**src/rtl/ring_rr_arbiter.sv**
```systemverilog
// Round-robin arbiter with a one-hot rotating priority pointer, registered one-hot grant
// and a hold-time limit that force-ends long grants.
module ring_rr_arbiter #(
  parameter int unsigned N        = 4,
  parameter int unsigned MAX_HOLD = 8
) (
  input  logic                       clk_i,
  input  logic                       rst_i,
  input  logic [N-1:0]               req_i,
  input  logic                       release_i,
  output logic [N-1:0]               grant_o,
  output logic                       grant_valid_o,
  output logic [$clog2(N)-1:0]       owner_idx_o,
  output logic [N-1:0]               ptr_o,
  output logic                       timeout_o
);

  localparam int unsigned IdxW = $clog2(N);
  localparam int unsigned CntW = $clog2(MAX_HOLD + 1);
  localparam logic [N-1:0] OneHot0 = N'(1);
  localparam logic [CntW-1:0] CntLast = CntW'(MAX_HOLD - 1);

  typedef enum logic [0:0] {StIdle, StBusy} state_e;

  state_e            state_q, state_d;
  logic [N-1:0]      grant_q, grant_d;
  logic              gvalid_q, gvalid_d;
  logic [IdxW-1:0]   owner_q, owner_d;
  logic [N-1:0]      ptr_q, ptr_d;
  logic [CntW-1:0]   cnt_q, cnt_d;
  logic              timeout_q, timeout_d;

  logic [IdxW-1:0]   ptr_idx;
  logic [IdxW-1:0]   sel_idx;
  logic [IdxW-1:0]   nxt_idx;
  logic              found;
  int unsigned       cand;
  logic              end_rel, end_wd, end_to;

  // Circular search starting at the pointer position; the first hit wins.
  always_comb begin
    ptr_idx = '0;
    for (int unsigned i = 0; i < N; i++) begin
      if (ptr_q[i]) ptr_idx = IdxW'(i);
    end
    found   = 1'b0;
    sel_idx = '0;
    cand    = 0;
    for (int unsigned k = 0; k < N; k++) begin
      cand = (32'(ptr_idx) + k) % N;
      if (!found && req_i[IdxW'(cand)]) begin
        found   = 1'b1;
        sel_idx = IdxW'(cand);
      end
    end
  end

  assign nxt_idx = (owner_q == IdxW'(N - 1)) ? '0 : owner_q + 1'b1;
  assign end_rel = release_i;
  assign end_wd  = !req_i[owner_q];
  assign end_to  = (cnt_q == CntLast);

  always_comb begin
    state_d   = state_q;
    grant_d   = grant_q;
    gvalid_d  = gvalid_q;
    owner_d   = owner_q;
    ptr_d     = ptr_q;
    cnt_d     = cnt_q;
    timeout_d = 1'b0;
    unique case (state_q)
      StIdle: begin
        if (found) begin
          state_d  = StBusy;
          grant_d  = OneHot0 << sel_idx;
          gvalid_d = 1'b1;
          owner_d  = sel_idx;
          cnt_d    = '0;
        end
      end
      StBusy: begin
        if (end_rel || end_wd || end_to) begin
          state_d   = StIdle;
          grant_d   = '0;
          gvalid_d  = 1'b0;
          ptr_d     = OneHot0 << nxt_idx;
          // Voluntary release or withdrawal masks a coincident timeout.
          timeout_d = end_to && !end_rel && !end_wd;
        end else begin
          cnt_d = cnt_q + 1'b1;
        end
      end
      default: state_d = StIdle;
    endcase
  end

  always_ff @(posedge clk_i) begin
    if (rst_i) begin
      state_q   <= StIdle;
      grant_q   <= '0;
      gvalid_q  <= 1'b0;
      owner_q   <= '0;
      ptr_q     <= OneHot0;
      cnt_q     <= '0;
      timeout_q <= 1'b0;
    end else begin
      state_q   <= state_d;
      grant_q   <= grant_d;
      gvalid_q  <= gvalid_d;
      owner_q   <= owner_d;
      ptr_q     <= ptr_d;
      cnt_q     <= cnt_d;
      timeout_q <= timeout_d;
    end
  end

  assign grant_o       = grant_q;
  assign grant_valid_o = gvalid_q;
  assign owner_idx_o   = owner_q;
  assign ptr_o         = ptr_q;
  assign timeout_o     = timeout_q;

endmodule

```
**config.mk**
```make
export PLATFORM = sky130hd
export DESIGN_NAME = ring_rr_arbiter
export DESIGN_NICKNAME = d
export VERILOG_FILES = /design/src/rtl/ring_rr_arbiter.sv
export SDC_FILE = /design/constraint.sdc
export NUM_CORES = 1
export LEC_CHECK = 0
export BUFFER_PORTS_ARGS = -buffer_cell sky130_fd_sc_hd__buf_2
export CORE_UTILIZATION = 54
export CTS_CLUSTER_SIZE = 8
export DETAILED_ROUTE_END_ITERATION = 16
export PLACE_DENSITY = 0.78
export SLEW_MARGIN = 10
export SYNTH_ARGS = -nofsm -noshare
export SYNTH_HDL_FRONTEND = slang
export SYNTH_SLANG_ARGS = --single-unit
```
**constraint.sdc**
```tcl
create_clock -name clk_i -period 3.4 [get_ports clk_i]
set_input_delay 1.02 -clock clk_i [delete_from_list [all_inputs] [get_ports clk_i]]
set_output_delay 1.02 -clock clk_i [all_outputs]
set_load 0.02 [all_outputs]
```
==> impl_metrics.py <==
metrics = {
    "sta": {
        "slew_headroom_pct": 60.2,
        "finalCriticalPeriod_ns": 2.36,
        "hold_ws_ns": 0.474,
        "maxSlewViolCount": 0,
        "hold_viol": 0,
        "rsz0062_at_grt": "no",
        "worstMarginPinSlew_ns": 0.596,
        "setup_tns_ns": 0,
        "setup_viol_count_final": 0,
        "finalCritPeriodShare_pct": 69.5,
        "finClkSkew_ns": 0.00247,
        "max_freq_ghz": 0.423,
    },
    "yosys": {
        "synth_ff_type": "dfxtp_1",
        "synth-edff-count": 0,
        "ys_ff_latch": 17,
        "synth_area_sq_um": 1060,
        "avgSynthCellArea_sq_um": 8.73,
        "yosysUniqueCellTypes": 41,
        "postSynthCellCount": 122,
        "synthArstFlopShare_pct": 0,
        "yosysTopAreaCell": "dfxtp_1",
        "synthTopCellsByArea": "dfxtp_1 32%, a21oi_1 5.2%, a32o_2 4.2%",
        "synth_top_area_share_pct": 32.0,
        "ys_seq_area_share_pct": 32.0,
        "synth.net_count": 130,
        "yosysWarnings": 0,
    },
    "placement": {
        "dp_hpwl_um": 1800,
        "place.port_buffers": 18,
        "placement.cell_area_sq_um": 1160,
        "gp_congestion": 0.877,
    },
    "drt": {
        "drc": 0,
        "via_per_inst": 6.00,
        "drt_pass1_iterations": 4,
        "routed_wirelength_um": 2410,
        "vias": 990,
        "routedWlPerCell_um": 14.6,
        "ant_nets": 0,
        "drt_iter0_drc": 27,
    },
    "clocking": {
        "cts_setup_buffers": 0,
        "path_clk_slew_ns": 0.10,
        "cts_tree": "done",
        "cts.sinks": 17,
        "clock_latency_ns": 0.29,
        "numCtsBuffers": 3,
        "holdBufCountCts": 0,
        "cts-resized-gates": 0,
        "htree_levels": 1,
        "cts_buffer_depth": 2,
        "cts_root_buf": "clkbuf_4",
    },
    "die": {
        "die_h_um": 46.4,
        "core_area_sq_um": 1780,
        "die_x_um": 46.4,
        "die_area_sq_um": 2150,
        "num_rows": 15,
        "num_io_pins": 19,
        "start_util_pct": 59.7,
    },
    "finish": {
        "drive_gt1_share_pct": 26.4,
        "stdcell_area_sq_um": 1190,
        "nNetsFinal": 149,
        "syn2layout_area_growth_pct": 11.9,
        "num_antenna_cells": 0,
        "final_common_cell": "buf_2",
        "layout_common_cells": "18 x buf_2, 17 x dfxtp_1, 11 x a21oi_1, 9 x nand2_1, 9 x nor2_1",
    },
    "setup_path": {
        "path_buf_inv": 1,
        "crit_required_ns": 3.64,
        "path_class": "primary input to flop",
        "crit_slowest_cell": "o41ai_4",
        "crit_arrival_ns": 2.60,
        "crit_cells": 6,
        "reg2reg_depth": 5,
        "cp_top_family": "compound AO/OA/AOI/OAI gates",
        "start_kind": "primary input",
        "cp-end-kind": "flop",
        "cp_max_fo": 9,
        "path_cells": "buf_2, mux2_4, o221a_4, o41ai_4, and3b_1, a32o_2",
        "critPathMaxStageDelay_ns": 0.44,
    },
    "global_routing": {
        "overflow": 0,
        "grt_max_degree": 18,
        "grt_pass1_vias": 950,
        "grt_first_pass_wirelength_um": 4160,
        "antenna_found_initial": 0,
        "grt_usage_pct": 26.5,
    },
    "min_path": {
        "hold_class": "flop to flop",
        "whs_path_depth": 2,
    },
    "run_status": {
        "outcome": "complete, no violations",
    },
    "power": {
        "p_leak_nw": 0.477,
        "powerDensity_nw_per_um2": 464,
        "vdd_drop_max_uv": 367,
    },
    "run": {
        "drv_cap": 0,
    },
}
-- report_power, final --
group / switching, W / internal [W] / leakage [nW]
Sequential: 0.0000267 / 0.000219 / 0.139
Combinational: 0.000113 / 0.0000836 / 0.324
Clock: 0.0000651 / 0.0000447 / 0.0139
Total: 0.000205 / 0.000347 / 0.477
-- worst paths after layout --
path	endpoint	start	slack, ns
hold / removal	grant_valid_o$_SDFFE_PP0P_	grant_valid_o$_SDFFE_PP0P_	0.47
hold reg to reg	grant_valid_o$_SDFFE_PP0P_	grant_valid_o$_SDFFE_PP0P_	0.47
setup / recovery	grant_o[1]$_SDFFE_PP0P_	req_i[2]	1.04
setup reg to reg	grant_o[1]$_SDFFE_PP0P_	ptr_o[3]$_SDFFE_PP0P_	1.19
-- layout make-up --
type	count	area, sq um
flip-flops and latches	17	340
fillers	152	592
inverters	4	15.0
clock buffers	3	22.5
multi-input cells	97	684
clock inverters	1	7.51
well taps	25	31.3
repair buffers	18	90.1
-- cell usage after synthesis (3+ instances only) --
cell      instances
nand2_1           9
dfxtp_1          17
nand3_1           4
a32o_2            4
nor2b_1           6
nor2_1            9
a21oi_1          11
mux2i_1           4
a21o_1            3
nor3_1            3
a211oi_1          4
nand2b_1          5
inv_1             3
o21ai_0           4
-- state kept, by name, summed over array words and instances, names as in the netlist --
signal and cells:
cnt_q 4, grant_o 4, ptr_o 4, owner_idx_o 2, grant_valid_o 1, state_q 1, timeout_o 1
-- through the flow --
stage / utilization [%] / worst slack [ns] / power (W) / cells
finish: 66.8 / 1.04 / 0.000552 / 165
detailed placement: 65.1 / 0.764 / 0.000443 / 161
global route: 66.8 / 0.987 / 0.000584 / 165
global placement: 65.1 / 0.787 / 0.000440 / 161
floorplan: - / 1.07 / 0.000396 / 122
CTS: 66.8 / 1.06 / 0.000553 / 165
-- worst reg2reg max path, stage by stage (launching register included) --
cell and delay [ns]:
dfxtp_1 0.71, nor2_1 0.18, a211oi_1 0.52, o41ai_4 0.22, and3b_1 0.25, a32o_2 0.23
-- metal layers --
metal / routed length (um) / GRT usage [%] / up-vias
li1: - / - / 493
met1: 1190 / 35.4 / 467
met4: 10 / 5.88 / 0
met3: 94 / 4.71 / 2
met2: 1110 / 43.9 / 28
met5: 0 / 0 / -
-- logic make-up after synthesis --
logic type	synth area share, %
AND/OR/NAND/NOR	23.7
AO/OA/AOI/OAI	32.1
flip-flops	32.0
buffers and inverters	3.76
multiplexers	7.29
adder cells (fa/ha/maj)	1.17
Power figures use the tool's default switching activity.
